File: config.mk
export PLATFORM = sky130hd
export DESIGN_NAME = spi_master
export DESIGN_NICKNAME = d
export VERILOG_FILES = /design/src/rtl/spi_master.sv
export SDC_FILE = /design/constraint.sdc
export NUM_CORES = 1
export LEC_CHECK = 0
export ABC_AREA = 1
export BUFFER_PORTS_ARGS = -buffer_cell sky130_fd_sc_hd__buf_2
export CAP_MARGIN = 25
export CORE_ASPECT_RATIO = 0.9
export CORE_MARGIN = 4
export CORE_UTILIZATION = 55
export DETAILED_ROUTE_END_ITERATION = 7
export GPL_TIMING_DRIVEN = 0
export PLACE_DENSITY = 0.84
export SYNTH_ARGS = -nofsm -noshare
export SYNTH_HDL_FRONTEND = slang
export SYNTH_SLANG_ARGS = --single-unit
File: constraint.sdc
create_clock -name clk -period 4.25 [get_ports clk]
set_clock_uncertainty 0.1 [all_clocks]
set_input_delay 0.2125 -clock clk [delete_from_list [all_inputs] [get_ports clk]]
set_output_delay 0.2125 -clock clk [all_outputs]
set_load 0.02 [all_outputs]
File: src/rtl/spi_master.sv
// spi_master: mode-0 SPI master, MSB-first DATA_W-bit frames, SCLK = clk/2 or clk/4.
module spi_master #(
    parameter int DATA_W = 8
) (
    input  logic              clk,
    input  logic              rst,
    input  logic              start,
    input  logic              div_sel,
    input  logic [DATA_W-1:0] tx_data,
    input  logic              MISO,
    output logic              SCLK,
    output logic              MOSI,
    output logic              CS_n,
    output logic [DATA_W-1:0] rx_data,
    output logic              busy,
    output logic              done
);
    typedef enum logic [1:0] {IDLE, SETUP, SHIFT, DONE} state_t;
    localparam int TW = $clog2(2 * DATA_W);
    state_t state_q, state_d;
    logic cnt_q, cnt_d, div_q, div_d, sclk_q, sclk_d, mosi_q, mosi_d, cs_q, cs_d;
    logic [TW-1:0] tog_q, tog_d;
    logic [DATA_W-1:0] tx_q, tx_d, rxo_q, rxo_d;
    logic [DATA_W-2:0] rx_q, rx_d;
    logic tick;
    // Half-period elapsed: H-1 equals the latched divider select.
    assign tick = cnt_q == div_q;
    always_comb begin
        state_d = state_q;
        cnt_d = cnt_q;
        div_d = div_q;
        sclk_d = sclk_q;
        mosi_d = mosi_q;
        cs_d = cs_q;
        tog_d = tog_q;
        tx_d = tx_q;
        rx_d = rx_q;
        rxo_d = rxo_q;
        case (state_q)
            IDLE: begin
                cs_d = 1'b1;
                sclk_d = 1'b0;
                mosi_d = 1'b0;
                cnt_d = 1'b0;
                tog_d = '0;
                if (start) begin
                    state_d = SETUP;
                    tx_d = tx_data;
                    div_d = div_sel;
                    cs_d = 1'b0;
                    mosi_d = tx_data[DATA_W-1];
                end
            end
            SETUP: begin
                cnt_d = tick ? 1'b0 : cnt_q + 1'b1;
                state_d = tick ? SHIFT : SETUP;
            end
            SHIFT: begin
                cnt_d = tick ? 1'b0 : cnt_q + 1'b1;
                if (tick) begin
                    sclk_d = ~sclk_q;
                    tog_d = tog_q + 1'b1;
                    // Falling SCLK: sample MISO and present the next tx bit.
                    if (sclk_q) begin
                        rx_d = {rx_q[DATA_W-3:0], MISO};
                        if (tog_q == TW'(2 * DATA_W - 1)) begin
                            state_d = DONE;
                            cs_d = 1'b1;
                            rxo_d = {rx_q, MISO};
                        end else begin
                            tx_d = {tx_q[DATA_W-2:0], tx_q[DATA_W-1]};
                            mosi_d = tx_q[DATA_W-2];
                        end
                    end
                end
            end
            DONE: begin
                state_d = IDLE;
                mosi_d = 1'b0;
            end
            default: state_d = IDLE;
        endcase
    end
    always_ff @(posedge clk) begin
        if (rst) begin
            state_q <= IDLE;
            cnt_q <= 1'b0;
            div_q <= 1'b0;
            sclk_q <= 1'b0;
            mosi_q <= 1'b0;
            cs_q <= 1'b1;
            tog_q <= '0;
            tx_q <= '0;
            rx_q <= '0;
            rxo_q <= '0;
        end else begin
            state_q <= state_d;
            cnt_q <= cnt_d;
            div_q <= div_d;
            sclk_q <= sclk_d;
            mosi_q <= mosi_d;
            cs_q <= cs_d;
            tog_q <= tog_d;
            tx_q <= tx_d;
            rx_q <= rx_d;
            rxo_q <= rxo_d;
        end
    end
    assign SCLK = sclk_q;
    assign MOSI = mosi_q;
    assign CS_n = cs_q;
    assign rx_data = rxo_q;
    assign busy = state_q != IDLE;
    assign done = state_q == DONE;
endmodule

==> results_dict.tcl <==
set metrics [dict create \
    run_status "complete, no violations" \
    syn_nets 245 \
    die_h_um 60.34 \
    chipWidth_um 66.16 \
    start_util 0.5899 \
    rr_endpoint "tx_q[6]" \
    grt_max_degree 11 \
    syn_inst 223 \
    synth_edf_count 0 \
    cts_resized 0 \
    vias_per_cell 5.169 \
    power.internal_uw 702.5 \
    worst_ir_drop_vdd_mv 0.5388 \
    layout_commonest_cell "nand2_1" \
    rr_startpoint "state_q[0]" \
    areaGrowthSynthToFinish_pct 15.25 \
    dr.pass1.iters 4 \
    drt-wirelength-per-cell_um 12.14 \
    ant_nets 0 \
    leakagePower_uw 0.0008654 \
    min_to "rx_data[0]" \
    min_path_type "input port to register" \
    grt_first_pass_wirelength_um 5996 \
    yosysTopAreaCell "dfxtp_1" \
    end_kind "register" \
    fp.dieArea_um2 3992 \
    cts_buffers 5 \
    worstHoldStart "MISO" \
    fin_nets 277 \
    antenna_found_initial 0 \
    hpwl_um 2475 \
    io_pins 26 \
    worst_pin_slew_ns 0.4749 \
    setup_violations 0 \
    power_frac_comb 0.459 \
    power.share.clock 0.196 \
    drc 0 \
    fillers 262 \
    track_usage 0.2024 \
    ys.flop_type "dfxtp_1" \
    worstSetupStartpointType "register" \
    portBuffers 24 \
    period_share 0.4923 \
    crit_type "register to register" \
    p_sw_frac 0.4142 \
    seqPwrFrac 0.344 \
    hold_viol_final 0 \
    reg2reg_slack_ns 2.16 \
    cp_max_fo 10 \
    final_cell_mix "nand2_1 (59), dfxtp_1 (34), buf_2 (25)" \
    routed_wl_um 3594 \
    grt_overflow 0 \
    power.density_nw_per_um2 621.6 \
    cts_num_sinks 34 \
    slew_viol_final 0 \
    n_antenna_cell 0 \
    slew_headroom 0.6834 \
    fmax_mhz 478.0 \
    fp-row-count 18 \
    synth-seq-cells 34 \
    final.setup.tns_ns 0 \
    whs_path_depth 3 \
    clk_pin_slew_ns 0.11 \
    ys_seq_area_frac 0.4066 \
    clk_path_buf_depth 2 \
    synthArstFlopShare 0 \
    core_um2 2838 \
    vias 1530 \
    synthesis.area_um2 1674 \
    yosysTopAreaCellShare 0.4066 \
    synth_area_leaders "dfxtp_1 (41%), nand2_1 (13%), a21oi_1 (7.2%)" \
    ys.warnings.count 0 \
    power_switching_uw 496.7 \
    max_cap_viol_count 0 \
    period_needed_ns 2.092 \
    cp_data_required_time_ns 4.44 \
    drt_iter0_markers 102 \
    cts_max_level 2 \
    power.total_uw 1199 \
    ff2ff_path_depth 9 \
    cts_root_buf "clkbuf_4" \
    drive_above_1_share 0.2148 \
    gp_congestion 0.8236 \
    worstSkewPairLatency_ns 0.35 \
    grt_pass1_vias 1397 \
    rsz0062_at_grt "no" \
    syn_area_per_cell_um2 7.507 \
    cts_tree "yes" \
    netlist-cell-type-count 27 \
    cp_data_arrival_time_ns 2.28 \
]
[per-stage QoR]
| stage | worst slack [ns] | instances | hold slack, ns | cell area, µm² | util |
|---|---|---|---|---|---|
| after floorplan | 2.518 | 223 | 0.2598 | 1674 | - |
| after global placement | 2.274 | 287 | 0.3389 | 1844 | 0.6499 |
| after detailed placement | 2.219 | 287 | 0.3445 | 1844 | 0.6499 |
| after CTS | 2.156 | 296 | 0.005662 | 1929 | 0.6799 |
| after global routing | 2.036 | 296 | 0.03182 | 1929 | 0.6799 |
| final | 2.158 | 296 | 0.02348 | 1929 | 0.6799 |
[worst max-delay path, stage by stage (launching register included)]
cell     delay (ns)
dfxtp_1        0.51
inv_1          0.17
ha_1           0.28
inv_1          0.27
nand2_2        0.14
nand2_4        0.15
and2_4         0.15
buf_6          0.14
nor2_2         0.04
nor2_1         0.09
[cells in the mapped netlist (3+ instances only)]
master	instances
nand2_1	59
dfxtp_1	34
a21oi_1	24
nand3_1	23
inv_1	14
nor2_1	14
ha_1	9
a21boi_0	8
nor2_2	8
o21ai_0	4
buf_4	3
inv_2	3
nand2_4	3
[state kept, by name, indices dropped and copies added (netlist names), 4 cells and up, named ones only]
name / count
rx_data: 8
tx_q: 8
rx_q: 7
tog_q: 4
[worst max path at each step]
stage | start | end | slack [ns] | cells after the start
floorplan | state_q[0] | tx_q[0] | 2.52 | 9
global placement | state_q[0] | tx_q[5] | 2.27 | 9
detailed placement | state_q[0] | tx_q[6] | 2.22 | 9
CTS | state_q[0] | tx_q[6] | 2.16 | 9
global route | state_q[0] | tx_q[7] | 2.04 | 9
finish | state_q[0] | tx_q[6] | 2.16 | 9
[layer usage]
layer | wire [µm] | up-vias | track usage
met5 | 0 | - | 0
met4 | 78 | 0 | 0.1130
met3 | 171 | 7 | 0.07037
met2 | 1698 | 32 | 0.3098
met1 | 1645 | 701 | 0.2512
li1 | - | 790 | -
[area by class of cell]
| cell class | count | area, µm² | area share |
|---|---|---|---|
| Multi-Input combinational cell | 165 | 883.3 | 0.4578 |
| Sequential cell | 34 | 680.7 | 0.3528 |
| Timing Repair Buffer | 25 | 130.1 | 0.06744 |
| Inverter | 17 | 63.81 | 0.03307 |
| Tap cell | 40 | 50.05 | 0.02594 |
| Buffer | 7 | 46.29 | 0.02399 |
| Clock buffer | 7 | 45.04 | 0.02335 |
| Clock inverter | 1 | 30.03 | 0.01556 |
[kinds of logic after synthesis]
logic type                 after synthesis  share of synthesized area
DFF                                     34                     0.4066
and+or+nand+nor                        117                     0.3296
AOI/OAI and AO/OA                       39                     0.1308
buffers and inverters                   24                    0.06576
adders and majority gates                9                    0.06727
[timing repair]
item,in CTS,in global routing
endpoints found under the hold margin,1,0
buffers inserted,0,0
hold buffers,1,0
[power by group through the flow]
stage               clock [µW]  sequential, µW  combinational, µW
finish                     236             413                551
global route               256             419                607
CTS                        241             412                549
detailed placement           0             419                540
global placement             0             415                529
floorplan                    0             422                422
Power figures use the tool's default switching activity.
